### src/rtl/serial_adder_ctrl_if.sv
// Handshake and result bundle for the bit-serial adder controller.
interface serial_adder_ctrl_if #(
  parameter int WIDTH = 8
);
  logic             start;
  logic [WIDTH-1:0] a;
  logic [WIDTH-1:0] b;
  logic             cin;
  logic             busy;
  logic             done;
  logic [WIDTH-1:0] sum;
  logic             cout;
  logic             ovf;

  modport master (output start, a, b, cin, input busy, done, sum, cout, ovf);
  modport slave  (input start, a, b, cin, output busy, done, sum, cout, ovf);
endinterface

### src/rtl/serial_adder_ctrl.sv
// Bit-serial adder: one full-adder cell reused LSB-first over WIDTH cycles,
// with a registered carry and a one-cycle done pulse on completion.
module fadder (
  input  logic a_i,
  input  logic b_i,
  input  logic cin_i,
  output logic sum_o,
  output logic cout_o
);
  assign sum_o  = a_i ^ b_i ^ cin_i;
  assign cout_o = (a_i & b_i) | (cin_i & (a_i ^ b_i));
endmodule

module serial_adder_ctrl #(
  parameter int WIDTH = 8
) (
  input  logic                clk,
  input  logic                rst,
  serial_adder_ctrl_if.slave  bus
);
  localparam int CW = $clog2(WIDTH);

  typedef enum logic [1:0] {IDLE, RUN, DONE} state_e;

  state_e           state_q, state_d;
  logic [WIDTH-1:0] a_q, a_d, b_q, b_d, res_q, res_d;
  logic [WIDTH-1:0] sum_q, sum_d;
  logic [CW-1:0]    cnt_q, cnt_d;
  logic             carry_q, carry_d;
  logic             cout_q, cout_d, ovf_q, ovf_d;
  logic             fa_s, fa_c;

  fadder u_fa (
    .a_i   (a_q[0]),
    .b_i   (b_q[0]),
    .cin_i (carry_q),
    .sum_o (fa_s),
    .cout_o(fa_c)
  );

  always_ff @(posedge clk or posedge rst) begin
    if (rst) begin
      state_q <= IDLE;
      a_q     <= '0;
      b_q     <= '0;
      res_q   <= '0;
      sum_q   <= '0;
      cnt_q   <= '0;
      carry_q <= 1'b0;
      cout_q  <= 1'b0;
      ovf_q   <= 1'b0;
    end else begin
      state_q <= state_d;
      a_q     <= a_d;
      b_q     <= b_d;
      res_q   <= res_d;
      sum_q   <= sum_d;
      cnt_q   <= cnt_d;
      carry_q <= carry_d;
      cout_q  <= cout_d;
      ovf_q   <= ovf_d;
    end
  end

  always_comb begin
    state_d = state_q;
    a_d     = a_q;
    b_d     = b_q;
    res_d   = res_q;
    sum_d   = sum_q;
    cnt_d   = cnt_q;
    carry_d = carry_q;
    cout_d  = cout_q;
    ovf_d   = ovf_q;
    unique case (state_q)
      RUN: begin
        a_d     = a_q >> 1;
        b_d     = b_q >> 1;
        res_d   = {fa_s, res_q[WIDTH-1:1]};
        carry_d = fa_c;
        if (cnt_q == CW'(WIDTH - 1)) begin
          // carry_q is the carry into the MSB on this last step
          sum_d   = res_d;
          cout_d  = fa_c;
          ovf_d   = carry_q ^ fa_c;
          state_d = DONE;
        end else begin
          cnt_d = cnt_q + 1'b1;
        end
      end
      DONE: state_d = IDLE;
      default: ;
    endcase
    // a start in IDLE or DONE takes priority over returning to IDLE
    if (bus.start && state_q != RUN) begin
      a_d     = bus.a;
      b_d     = bus.b;
      carry_d = bus.cin;
      cnt_d   = '0;
      state_d = RUN;
    end
  end

  assign bus.busy = (state_q == RUN);
  assign bus.done = (state_q == DONE);
  assign bus.sum  = sum_q;
  assign bus.cout = cout_q;
  assign bus.ovf  = ovf_q;
endmodule

### src/flat_wrapper.sv
// flat-port wrapper written by rule: the top's interface ports become plain ports
module serial_adder_ctrl_flat 
#(
  parameter int WIDTH = 8
)
  (clk, rst, bus_start, bus_a, bus_b, bus_cin, bus_busy, bus_done, bus_sum, bus_cout, bus_ovf);
  serial_adder_ctrl_if #(.WIDTH(WIDTH)) bus_i ();
  input  logic clk;
  input  logic rst;
  input wire logic [$bits(bus_i.start)-1:0] bus_start;
  input wire logic [$bits(bus_i.a)-1:0] bus_a;
  input wire logic [$bits(bus_i.b)-1:0] bus_b;
  input wire logic [$bits(bus_i.cin)-1:0] bus_cin;
  output wire logic [$bits(bus_i.busy)-1:0] bus_busy;
  output wire logic [$bits(bus_i.done)-1:0] bus_done;
  output wire logic [$bits(bus_i.sum)-1:0] bus_sum;
  output wire logic [$bits(bus_i.cout)-1:0] bus_cout;
  output wire logic [$bits(bus_i.ovf)-1:0] bus_ovf;
  assign bus_i.start = bus_start;
  assign bus_i.a = bus_a;
  assign bus_i.b = bus_b;
  assign bus_i.cin = bus_cin;
  assign bus_busy = bus_i.busy;
  assign bus_done = bus_i.done;
  assign bus_sum = bus_i.sum;
  assign bus_cout = bus_i.cout;
  assign bus_ovf = bus_i.ovf;
  serial_adder_ctrl #(.WIDTH(WIDTH)) u_core (.clk(clk), .rst(rst), .bus(bus_i));
endmodule
### config.mk
export PLATFORM = sky130hd
export DESIGN_NAME = serial_adder_ctrl_flat
export DESIGN_NICKNAME = d
export VERILOG_FILES = /design/src/rtl/serial_adder_ctrl_if.sv /design/src/rtl/serial_adder_ctrl.sv /design/src/flat_wrapper.sv
export SDC_FILE = /design/constraint.sdc
export NUM_CORES = 1
export LEC_CHECK = 0
export CAP_MARGIN = 20
export CELL_PAD_IN_SITES_DETAIL_PLACEMENT = 0
export CELL_PAD_IN_SITES_GLOBAL_PLACEMENT = 1
export CORE_UTILIZATION = 40
export DETAILED_ROUTE_END_ITERATION = 8
export PLACE_DENSITY = 0.8
export SYNTH_ARGS = -nofsm -noshare
export SYNTH_HDL_FRONTEND = slang
export SYNTH_SLANG_ARGS = --single-unit
### constraint.sdc
create_clock -name clk -period 4.1 [get_ports clk]
set_input_delay 1.025 -clock clk [delete_from_list [all_inputs] [get_ports clk]]
set_output_delay 1.025 -clock clk [all_outputs]
set_load 0.005 [all_outputs]
==> run_results.csv <==
group,metric,value,unit
outcome,status,"completed",
critical_path,arrival,1.70,ns
drt,routed_via_density,5.13,
drt,wl_per_cell,14.5,um
drt,num_vias,1159,
sta,fin_crit_sh,66.6,%
sta,setup_viol_count_final,0,
drt,finalWirelength,3280,um
synthesis,ys_ff_latch,39,
global_route,antenna_found_initial,0,
global_route,grt_max_degree,25,
placement,io_buffers,31,
global_route,grt_pass1_vias,1245,
cts,cts_sinks,39,
global_route,grt_pass1_wl,5670,um
final_layout,area_delta_synth_final,23.0,%
final_layout,fin_nets,202,
synthesis,yosys.area_share.simple,9.59,%
sta,fin_ws,1.37,ns
critical_path,start_kind,"flop",
synthesis,synth_top_family_by_area,"multiplexers",
pwr,power,1.50,mW
final_layout,num_antenna_cells,0,
floorplanning,initial_core_util,43.1,%
drt,first_pass_iters,4,
job,maxCapViolCount,0,
placement,dp_hpwl,2320,um
floorplanning,num_rows,23,
synthesis,syn-num-nets,171,
synthesis,synth_area,1790,um2
critical_path,required,3.07,ns
sta,layout_min_cycle_time,2.73,ns
final_layout,drive_gt1_share,17.0,%
critical_path,endpoint_kind,"output pin",
drt,ant_nets,0,
cts,path_clk_slew,0.08,ns
global_route,grt-ovfl-total,0,
min_path,holdPathStages,2,
placement,place.detailed.instances,219,
sta,tightest_slew,0.865,ns
cts,cts_tree,"yes",
synthesis,synth_xor_area_share,0.980,%
pwr,p_leak,1.05,nW
critical_path,worst-path-max-fanout,8,
cts,ctsResizeCount,0,
sta,rsz0062_at_grt,"no",
placement,place_congestion,0.744,
synthesis,seq_area_frac_synth,54.6,%
sta,skew,0.00800,ns
global_route,grt_usage,16.7,%
critical_path,regToRegSetupSlack,2.27,ns
floorplanning,core_area,4140,um2
floorplanning,die_x,68.9,um
critical_path,r2r_start,"u_core.state_q[1]",
synthesis,synth_mux_area_share,13.8,%
cts,htree_levels,2,
cts,worstSkewPairLatency,0.29,ns
critical_path,r2r_cells,5,
sta,finalSetupTns,0,ns
sta,drv_slew,0,
cts,clk_path_buf_depth,2,
min_path,hold_end,"u_core.b_q[2]",
drt,drt_iter0_drc,67,
critical_path,path_class,"flop to output pin",
sta,slew_headroom,42.3,%
sta,hold_violations,0,
synthesis,synth_compound_area_share,10.9,%
final_layout,utilization,53.0,%
placement,place_ws,1.44,ns
cts,numCtsBuffers,5,
synthesis,synthCells,145,
synthesis,avgSynthCellArea,12.3,um2
final_layout,layout_commonest_cell,"dfrtp_1",
pwr,p_per_area,680,nW/um2
drt,drc,0,
floorplanning,die_area,4740,um2
critical_path,r2r-end,"u_core.state_q[1]",
min_path,hold_path_class,"flop to flop",
floorplanning,pin_count,32,
pwr,ir_worst_vdd,0.300,mV
cts,hold_buffers,0,
floorplanning,die_y,68.9,um
min_path,hp-start,"u_core.b_q[3]",
cts,cts_root_buf,"clkbuf_8",
final_layout,final_cell_mix,"dfrtp_1 (39), nand2_1 (33), clkdlybuf4s50_1 (31), a22oi_1 (12), mux2_4 (9)",
synthesis,ys_types,28,
cts,postCtsSetupRepairBufs,0,
synthesis,yosys_warnings,0,
final_layout,finalNonFillerCells,226,
sta,clock.fmax,366,MHz
synthesis,synthAdderAreaFrac,4.62,%
==> metrics by stage <==
stage / hold slack [ns] / cell area, um2
after floorplan: 0.445 / 1790
after global placement: 0.452 / 2090
after detailed placement: 0.459 / 2090
after CTS: 0.481 / 2200
after global routing: 0.500 / 2200
final: 0.480 / 2200
==> worst max path at each step <==
stage	slack, ns	endpoint	startpoint
after global routing	1.29	bus_busy	u_core.state_q[1]
final	1.37	bus_busy	u_core.state_q[1]
after global placement	1.50	u_core.state_q[1]	bus_start
after floorplan	2.19	u_core.a_q[0]	rst
after detailed placement	1.44	u_core.state_q[1]	bus_start
after CTS	1.35	bus_busy	u_core.state_q[1]
==> where the power goes <==
group / internal, mW / leakage, nW / switching [mW] / total [mW]
logic: 0.285 / 0.498 / 0.262 / 0.546
clock network: 0.178 / 0.0502 / 0.131 / 0.309
registers: 0.537 / 0.500 / 0.103 / 0.640
total: 1.00 / 1.05 / 0.495 / 1.50
==> metal layers <==
layer | track usage (%) | share of wire (%)
met2 | 26.7 | 49
met3 | 3.95 | 3.0
met4 | 8.67 | 2.0
met5 | 0 | 0
met1 | 20.9 | 46
==> cells by family after synthesis <==
group | after synthesis
AND/OR/NAND/NOR | 40
flip-flops | 39
AO/OA/AOI/OAI | 25
multiplexers | 19
buffers and inverters | 14
adder cells (fa/ha/maj) | 6
XOR/XNOR | 2
==> state kept, by name (all words and copies together), names as in the netlist <==
signal           flops
u_core.a_q           8
u_core.b_q           8
u_core.bus.cout      1
u_core.bus.ovf       1
u_core.bus.sum       8
u_core.carry_q       1
u_core.cnt_q         3
u_core.res_q         7
u_core.state_q       2
==> critical path: stages (launching register included) <==
cell             delay (ns)
dfrtp_1                0.41
inv_1                  0.09
ha_1                   0.34
clkdlybuf4s50_1        0.57
==> layout make-up <==
class                      instances  area (um2)
fill                             378        1950
sequential                        39         976
multi-input combinational         92         713
timing repair buffer              32         318
clock buffer                       5        68.8
tap                               50        62.6
clock inverter                     2        37.5
inverter                           6        22.5
==> cell usage after synthesis <==
library cell | instances | area share, %
o21ai_2 | 1 | 0.49
a32o_1 | 1 | 0.56
buf_4 | 2 | 0.84
nand2_1 | 33 | 6.9
buf_6 | 5 | 3.1
o21ai_0 | 2 | 0.56
xnor2_1 | 2 | 0.98
nor3_1 | 1 | 0.28
nand2_2 | 1 | 0.35
mux2_1 | 2 | 1.3
nand2b_1 | 2 | 0.70
o22ai_1 | 1 | 0.35
inv_1 | 6 | 1.3
fa_1 | 1 | 1.1
mux2_2 | 7 | 4.4
a22o_1 | 4 | 2.0
nor2_2 | 1 | 0.35
mux2_4 | 9 | 7.6
nor2_1 | 1 | 0.21
dfrtp_1 | 39 | 55
a22oi_1 | 12 | 5.0
buf_2 | 1 | 0.28
nor2b_4 | 1 | 0.77
ha_1 | 5 | 3.5
o21ai_1 | 1 | 0.28
a21oi_1 | 1 | 0.28
a22oi_2 | 2 | 1.4
mux2i_1 | 1 | 0.56
Power figures use the tool's default switching activity.
==> patch: new RTL, same flow settings <==
`WIDTH` is set to 8 in 3 places; all go to 4.
--- a/src/rtl/serial_adder_ctrl_if.sv
+++ b/src/rtl/serial_adder_ctrl_if.sv
@@ -1,6 +1,6 @@
 // Handshake and result bundle for the bit-serial adder controller.
 interface serial_adder_ctrl_if #(
-  parameter int WIDTH = 8
+  parameter int WIDTH = 4
 );
   logic             start;
   logic [WIDTH-1:0] a;
--- a/src/rtl/serial_adder_ctrl.sv
+++ b/src/rtl/serial_adder_ctrl.sv
@@ -12,7 +12,7 @@
 endmodule
 
 module serial_adder_ctrl #(
-  parameter int WIDTH = 8
+  parameter int WIDTH = 4
 ) (
   input  logic                clk,
   input  logic                rst,
--- a/src/flat_wrapper.sv
+++ b/src/flat_wrapper.sv
@@ -1,7 +1,7 @@
 // flat-port wrapper written by rule: the top's interface ports become plain ports
 module serial_adder_ctrl_flat 
 #(
-  parameter int WIDTH = 8
+  parameter int WIDTH = 4
 )
   (clk, rst, bus_start, bus_a, bus_b, bus_cin, bus_busy, bus_done, bus_sum, bus_cout, bus_ovf);
   serial_adder_ctrl_if #(.WIDTH(WIDTH)) bus_i ();
Interface: changed (resized bus_a, bus_b and bus_sum); port bits go from 32 to 20. The function was not compared with the original's and may differ.
==> patch against the original RTL <==
Sequential cell count fell by 17. Clock power fell by 61%. Register-to-register slack improved by 0.18 ns. Hold slack improved by 0.020 ns. Area after synthesis fell by 38%. Wire length fell by 45%. Sequential power fell by 39%. Critical endpoint unchanged. Largest cell class unchanged. Largest power group is now combinational cells. Setup slack got worse by 0.079 ns. Cell area fell by 40%. Critical path depth did not move. Power fell by 37%. Combinational power fell by 20%. Critical path type unchanged. First-iteration DRC count fell by 84%.
==> patch: results (changes against the original RTL) <==
stage;metric;value;unit;change
routing;wl_met3;82;um;-16%
synth;synth.area.top_cells;dfrtp_1 (50%), o22ai_2 (6.8%), mux2_1 (5.1%), ha_1 (4.5%), nor2_1 (4.4%);;
global_route;use_met2;0.242;;-0.0251
cells_and_area;fillers;232;;-39%
setup_path;worstSetupPathType;register to output port;;
cells_and_area;nets;129;;-36%
routing;dr.pass1.iters;2;;-2
status;status;finished, final reports clean;;
global_route;grt_usage;0.145;;-0.0219
placement;dp_hpwl;1.32;mm;-43%
routing;drt_iter0_drc;11;;-84%
timing;skew;0.00434;ns;-0.00366 ns
placement;place_congestion;0.696;;-6.4%
global_route;grt_pass1_vias;681;;-45%
synth;synth.distinct_cells;24;;-14%
timing;tightest_slew;0.832;ns;-0.0330 ns
synth;synth_commonest_cells;dfrtp_1 (22), nor2_1 (13), nand2_1 (7);;
routing;post_drt_wl_per_cell;12.7;um;-12%
timing;slew_viol_final;0;;unchanged
clock_network;numCtsBuffers;3;;-2
global_route;grt_max_degree;23;;-8.0%
clock_network;cts.htree.levels;1;;-1
clock_network;clk_pin_slew;0.12;ns;+0.04 ns
placement;pre_cts_slack;1.62;ns;+0.181 ns
routing;vias;699;;-40%
synth;ys_seq_area_frac;0.499;;-0.0464
global_route;use_met1;0.178;;-0.0315
clock_network;clk_latency;0.31;ns;+0.02 ns
power;peakVddDrop;0.393;mV;+31%
global_route;grt_pass1_wl;2.97;mm;-48%
global_route;grt.met3_usage;0.0583;;+0.0189
routing;routed.top_layer;met3;;
setup_path;reg2reg_slack;2.45;ns;+0.18 ns
placement;port_buffers;19;;-39%
setup_path;regToRegEndpoint;u_core.a_q[1];;
power;p_leak;0.000566;uW;-46%
clock_network;post_cts_buffers;0;;unchanged
setup_path;worstPathMaxFanout;10;;+2
setup_path;cp.arrival;1.78;ns;+0.08 ns
clock_network;cts_resized;0;;unchanged
synth;synth_nets;110;;-36%
routing;wl_met2;873;um;-45%
cells_and_area;drive_gt1_frac;0.144;;-0.0263
clock_network;clockRootBuffer;clkbuf_4;;
routing;m1WireLength;835;um;-45%
timing;finalCritPeriodShare;0.685;;+0.0193
==> patch: worst max-delay path, stage by stage (launching register included) <==
cell	delay, ns
dfrtp_1	0.44
inv_1	0.09
ha_1	0.37
clkdlybuf4s50_1	0.57
==> patch: cells by family after synthesis <==
logic type / Yosys count / synth area share
compound gates: 16 / 0.126
xor+xnor: 2 / 0.0159
fa+ha+maj: 5 / 0.0636
mux: 10 / 0.111
flops: 22 / 0.499
buf+inv: 8 / 0.0579
simple gates: 30 / 0.126
==> patch: area by class of cell <==
type                       count  share of cell area
sequential                    22               0.419
multi-input combinational     63               0.371
clock buffer                   4              0.0276
timing repair buffer          19               0.145
inverter                       3             0.00857
tap                           30              0.0286
==> patch: how the worst min path moves through the flow <==
stage	start	end	slack (ns)	cells past startpoint
after floorplan	u_core.res_q[1]	u_core.bus.sum[0]	0.45	1
after global placement	u_core.res_q[1]	u_core.bus.sum[0]	0.46	1
after detailed placement	u_core.res_q[1]	u_core.bus.sum[0]	0.48	1
after CTS	u_core.res_q[1]	u_core.bus.sum[0]	0.51	1
after global routing	u_core.bus.sum[1]	u_core.bus.sum[1]	0.52	1
final	u_core.bus.ovf	u_core.bus.ovf	0.50	2
==> patch: metrics by stage <==
step	instance area (sq um)	total power, uW	util	hold WS [ns]	instances
4_1_cts	1310	962	0.516	0.507	141
3_3_place_gp	1280	826	0.502	0.465	137
2_1_floorplan	1100	724	-	0.454	93
3_5_place_dp	1280	839	0.502	0.477	137
5_1_grt	1310	1030	0.516	0.523	141
6_report	1310	946	0.516	0.500	141
==> patch: power breakdown <==
part / switching, uW / total (uW) / internal [uW] / leakage (uW)
combinational: 195 / 438 / 243 / 0.000278
clock: 64.4 / 119 / 54.2 / 0.0000210
sequential: 71.0 / 389 / 318 / 0.000267
